File: src/rtl/pc_sequencer.sv
// Fetch-address sequencer: advances the PC, resolves B / B.cond / CBZ in decode,
// and issues a one-cycle squash of the wrong-path instruction after a taken branch.
module pc_sequencer #(
    parameter logic [63:0] RESET_PC = 64'h0
) (
    input  logic        clk,
    input  logic        reset,
    input  logic        stall,
    input  logic        id_valid,
    input  logic [31:0] id_inst,
    input  logic [63:0] id_pc,
    input  logic [63:0] imm64,
    input  logic        cbz_zero,
    input  logic [3:0]  flags,
    output logic [63:0] pc,
    output logic        fetch_valid,
    output logic        id_flush,
    output logic        br_taken
);

    typedef enum logic [1:0] {
        ST_BOOT  = 2'd0,
        ST_RUN   = 2'd1,
        ST_FLUSH = 2'd2
    } state_t;

    state_t      state_reg, state_next;
    logic [63:0] pc_reg, pc_next;
    logic        fetch_valid_reg, fetch_valid_next;
    logic        id_flush_reg, id_flush_next;

    // Decode classes from the top eleven opcode bits
    logic [10:0] opc;
    logic        is_b, is_bcond, is_cbz;
    logic        flag_n, flag_z, flag_v;
    logic        cond_met;
    logic        taken_cond;
    logic [63:0] target;
    logic [63:0] pc_plus4;
    logic        unused_bits;

    assign opc      = id_inst[31:21];
    assign is_b     = (opc[10:5] == 6'b000101);
    assign is_bcond = (opc[10:3] == 8'b01010100);
    assign is_cbz   = (opc[10:3] == 8'b10110100);

    assign flag_n = flags[3];
    assign flag_z = flags[2];
    assign flag_v = flags[0];

    // Carry is forwarded but none of the supported conditions consume it
    assign unused_bits = ^{flags[1], id_inst[20:4]};

    always_comb begin
        cond_met = 1'b0;
        case (id_inst[3:0])
            4'b0000: cond_met = flag_z;
            4'b0001: cond_met = !flag_z;
            4'b1010: cond_met = (flag_n == flag_v);
            4'b1011: cond_met = (flag_n != flag_v);
            4'b1100: cond_met = !flag_z && (flag_n == flag_v);
            4'b1101: cond_met = flag_z || (flag_n != flag_v);
            default: cond_met = 1'b0;
        endcase
    end

    assign taken_cond = is_b || (is_cbz && cbz_zero) || (is_bcond && cond_met);

    // Reset gating keeps br_taken quiet while the sequencer is being reset
    assign br_taken = (state_reg == ST_RUN) && id_valid && !stall && !reset && taken_cond;

    assign target   = id_pc + (imm64 << 2);
    assign pc_plus4 = pc_reg + 64'd4;

    always_comb begin
        state_next       = state_reg;
        pc_next          = pc_reg;
        fetch_valid_next = fetch_valid_reg;
        id_flush_next    = id_flush_reg;
        case (state_reg)
            ST_BOOT: begin
                state_next       = ST_RUN;
                fetch_valid_next = 1'b1;
                id_flush_next    = 1'b0;
            end
            ST_RUN: begin
                if (!stall) begin
                    fetch_valid_next = 1'b1;
                    if (br_taken) begin
                        pc_next       = target;
                        id_flush_next = 1'b1;
                        state_next    = ST_FLUSH;
                    end else begin
                        pc_next = pc_plus4;
                    end
                end
            end
            ST_FLUSH: begin
                id_flush_next = 1'b0;
                state_next    = ST_RUN;
                if (!stall) begin
                    pc_next = pc_plus4;
                end
            end
            default: begin
                state_next       = ST_BOOT;
                pc_next          = RESET_PC;
                fetch_valid_next = 1'b0;
                id_flush_next    = 1'b0;
            end
        endcase
    end

    always_ff @(posedge clk) begin
        if (reset) begin
            state_reg       <= ST_BOOT;
            pc_reg          <= RESET_PC;
            fetch_valid_reg <= 1'b0;
            id_flush_reg    <= 1'b0;
        end else begin
            state_reg       <= state_next;
            pc_reg          <= pc_next;
            fetch_valid_reg <= fetch_valid_next;
            id_flush_reg    <= id_flush_next;
        end
    end

    assign pc          = pc_reg;
    assign fetch_valid = fetch_valid_reg;
    assign id_flush    = id_flush_reg;

endmodule

File: config.mk
export PLATFORM = sky130hd
export DESIGN_NAME = pc_sequencer
export DESIGN_NICKNAME = d
export VERILOG_FILES = /design/src/rtl/pc_sequencer.sv
export SDC_FILE = /design/constraint.sdc
export NUM_CORES = 1
export LEC_CHECK = 0
export ABC_AREA = 1
export BUFFER_PORTS_ARGS = -buffer_cell sky130_fd_sc_hd__buf_4
export CAP_MARGIN = 20
export CORE_MARGIN = 3
export CORE_UTILIZATION = 35
export CTS_CLUSTER_SIZE = 10
export DETAILED_ROUTE_END_ITERATION = 7
export GPL_TIMING_DRIVEN = 0
export PLACE_DENSITY = 0.64
export SYNTH_ARGS = -nofsm -noshare
export SYNTH_HDL_FRONTEND = slang
export SYNTH_SLANG_ARGS = --single-unit
File: constraint.sdc
create_clock -name clk -period 2.7 [get_ports clk]
set_clock_uncertainty 0.15 [all_clocks]
set_input_delay 0.27 -clock clk [delete_from_list [all_inputs] [get_ports clk]]
set_output_delay 0.27 -clock clk [all_outputs]
set_load 0.005 [all_outputs]
# == Word level (Yosys, flattened, before mapping) ==
# Index checks and enable logic that the tools add are counted.
# classes
muxes,10
addsub,2
bitwise,4
n_reduce_logical,21
n_eq_ne,15
# ops
operator,n
$mux W64,3
$pmux W64 S3,1
$add A64 B3 Y64 const B,1
$add A64 B64 Y64,1
$eq A4 B4 Y1 const B,4
$eq A8 B7 Y1 const B,1
$eq A8 B8 Y1 const B,1
$logic_and A1 B1 Y1,7
$eq A6 B3 Y1 const B,1
$ne A2 B2 Y1 const B,3
$pmux W1 S6,1
$reduce_and A2 Y1,3
$eq A4 B1 Y1 const B,1
$logic_not A4 Y1,1
$mux W2,2
$not A1 Y1,4
$pmux W2 S2,1
$reduce_or A2 Y1,2
$logic_not A1 Y1,3
$logic_or A1 B1 Y1,3
$pmux W1 S3,1
$reduce_and A3 Y1,1
$eq A2 B1 Y1 const B,1
$eq A2 B2 Y1 const B,1
other kinds (4),4
# totals
regBits,68
in_bits,169
wordCells,56

# == Longest topological paths before layout ==
# logic_depth
depth_word,9
depth_mapped,18
mapped_depth_nobuf,18

# == Worst setup path after synthesis ==
# No wires, ideal clock.
# synth_path
path_type,input-to-reg
from,input port id_pc[2]
to,register pc_reg[32] (netlist: pc[32])
arrival_ns,1.947
required_ns,2.418
path_buffers,0
path_slack_ns,0.471
path_stages,15
setup_ns,0.132
path_cell_list,ha_1 inv_1 fa_1 inv_1 nand3_1 nor2_1 nor2_1 o21ai_0 nand3_1 nand2_1 a21oi_1 o21ai_0 nand2_1 nand2_1 a21oi_1
# synth_via
elab_chain_len,4
# synth_rtl
item,line_no,text
"start, declared",11,"input logic [63:0] id_pc,"
$add A64 B64 Y64,72,assign target = id_pc + (imm64 << 2);
$mux W64,89,if (br_taken) begin
$mux W64,87,if (!stall) begin
$pmux W64 S3,80,case (state_reg)
"end signal, assigned",122,pc_reg <= pc_next;
"end, declared",28,"logic [63:0] pc_reg, pc_next;"
# Every way passes these cells. The select of a mux whose other input is x is not followed.
# A chain may end at the register's enable or synchronous reset.

# == Worst setup path in the final report ==
# layout_path
from,register state_reg[1]
to,output port br_taken
# layout_via
elab_chain_len,5
# layout_rtl
item,line_no,text
"start, declared",27,"state_t state_reg, state_next;"
"start signal, assigned",121,state_reg <= state_next;
$eq A2 B1 Y1,70,assign br_taken = (state_reg == ST_RUN) && id_valid && !stall && !reset && taken_cond;
$logic_and A1 B1 Y1 (4 in series),70,
"end, declared",18,output logic br_taken
# Every way passes these cells.

==> reports/qor.yml <==
place.gp.congestion: 0.995
synth_top_cell_by_area: "nand2_1"
outcome: "finished, final reports clean"
synth_seq_cells: 68
io_buffer_count: 212
n_fill_cell: 3413
h-tree-depth: 3
min-delay-path-class: "in -> reg"
drc: 0
place_area_mm2: 0.0129
grt_pass1_wl_mm: 69.8
vdd_drop_max_mv: 0.383
core_region_area_mm2: 0.0300
hold_ws_ns: 0.0662
numCtsBuffers: 9
final_nets: 2557
fin_ws_ns: 0.154
drive_gt1_share_pct: 14.7
grt_util_met2_pct: 42.2
syn2layout_area_growth_pct: 24.9
ys_warn_count: 0
grt_use_met1_pct: 37.0
powerDensity_mw_per_mm2: 300
yosys.cell_count.top_type: "nand2_1"
synth_common_cells: "nand2_1, inv_1, nor2_1"
cts_tree: "done"
detail-route-antenna-nets: 0
grt_max_degree: 12
period_needed_ns: 2.55
die-area_mm2: 0.0329
max-cap-violations: 0
ys_top_cells_by_area: "nand2_1, dfxtp_1, inv_1"
antenna_cells: 0
synth_area_mm2: 0.0108
cts_max_path_buffers: 2
synthCells: 2088
synthDistinctLibCells: 49
path_max_fanout: 10
clkLatencyLatePin_ns: 0.35
avgSynthCellArea_um2: 5.16
cts_root_buf: "clkbuf_16"
ios: 236
async_flop_share_pct: 0
antenna_found_initial: 0
drt_iter0_drc: 1132
fmax_mhz: 393
pre_cts_ws_ns: -0.443
dominantRegCellSynth: "dfxtp_1"
synth_edf_count: 0
yosysTopAreaCellShare_pct: 29.7
vias_per_cell: 4.99
hold_viol_final: 0
utilization_pct: 44.8
final_area_mm2: 0.0135
critPathKind: "reg -> out"
largest_reg_flops: 64
critPathLaunchType: "register"
grt_pass1_vias: 12500
gr-total-overflow: 0
p_leak_nw: 7.07
synth_seq_area_share_pct: 12.6
wirelength_mm: 45.6
grtUsageTotal_pct: 26.9
clk_pin_slew_ns: 0.06
start_util_pct: 35.9
cp.arrival_ns: 2.13
std_cell_rows: 63
cts_sinks: 68
period_share_pct: 94.3
cts_hold_buf: 0
setup_viol: 0
wl_per_cell_um: 16.8
synth_fp_nets: 2324
dp_hpwl_mm: 39.1
worstPathRequired_ns: 2.28
routed-via-count: 13500
die_w_um: 182
end_kind: "output pin"
timing.final.max_slew_violations: 0
relSlewSlack_pct: 47.4
grt_busiest_layer: "met2"
fp.dieH_um: 182
first_pass_iters: 6
use_met3_pct: 5.59
tightest_slew_ns: 0.789
cells in the final DEF, fill, tap and decap left out, drive strengths merged:
cell	count
a21boi	1
a21o	2
a21oi	130
a31o	2
a31oi	1
and2	4
and3	3
buf	238
bufinv	2
clkbuf	30
clkinv	3
dfxtp	68
fa	1
ha	66
inv	329
nand2	862
nand2b	1
nand3	165
nand3b	10
nand4	28
nor2	208
nor3	34
nor3b	2
nor4	7
o21ai	55
o21bai	11
o31ai	1
or2	13
xnor2	29
xor2	20
worst max-delay path, stage by stage, from the launching register on:
cell     delay (ns)
dfxtp_1        0.33
inv_1          0.10
ha_1           0.17
buf_6          0.17
nand2_4        0.09
nor4_2         0.15
nand2_1        0.09
a21oi_2        0.16
nand2_4        0.13
inv_4          0.11
buf_12         0.15
buf_4          0.12
cells by family (layout without fill, tap and decap cells):
kind of cell | after synthesis | in the layout | synth area share [%]
AO/OA/AOI/OAI | 203 | 203 | 9.99
adder cells (fa/ha/maj) | 67 | 67 | 7.84
AND/OR/NAND/NOR | 1337 | 1337 | 52.5
buffers and inverters | 364 | 602 | 13.1
flip-flops | 68 | 68 | 12.6
XOR/XNOR | 49 | 49 | 3.98
through the flow:
| stage | power (mW) | TNS [ns] | cells |
|---|---|---|---|
| 2_1_floorplan | 2.03 | 0 | 2088 |
| 3_3_place_gp | 2.64 | -34.08 | 2690 |
| 3_5_place_dp | 2.65 | -19.28 | 2692 |
| 4_1_cts | 4.01 | 0 | 2710 |
| 5_1_grt | 4.30 | -0.00583 | 2716 |
| 6_report | 4.04 | 0 | 2716 |
layout make-up:
cell class	count	area [um2]	share of cell area [%]
clock buffer	12	267	1.98
timing repair buffer	222	1670	12.4
multi-input combinational	1656	8160	60.6
buffer	34	209	1.55
inverter	330	1240	9.23
sequential	68	1360	10.1
tap	390	488	3.62
clock inverter	4	70.1	0.520
repair_timing:
| action | CTS | global route |
|---|---|---|
| pin swaps | 1 | 5 |
| setup buffers | 2 | 6 |
| setup endpoints to repair | 63 | 60 |
| resized for setup | 11 | 42 |
worst paths after layout:
path	from	end	slack (ns)	cells after the start
worst min register to register	pc[0]	pc[0]	0.32	2
worst min-delay path	id_pc[0]	pc[0]	0.07	3
worst max register to register	state_reg[1]	pc[42]	0.18	16
worst max-delay path	state_reg[1]	br_taken	0.15	11
layer usage:
metal	part of all wire, %	vias up
met5	0	-
met4	3.3	0
met3	8.0	60
met2	44	476
met1	45	6028
li1	-	6984
power breakdown:
| group | internal (mW) | switching (mW) |
|---|---|---|
| Sequential | 1.01 | 0.00527 |
| Clock | 0.881 | 0.469 |
| Combinational | 0.590 | 1.08 |
No activity file was read; power rests on OpenSTA's default activity.
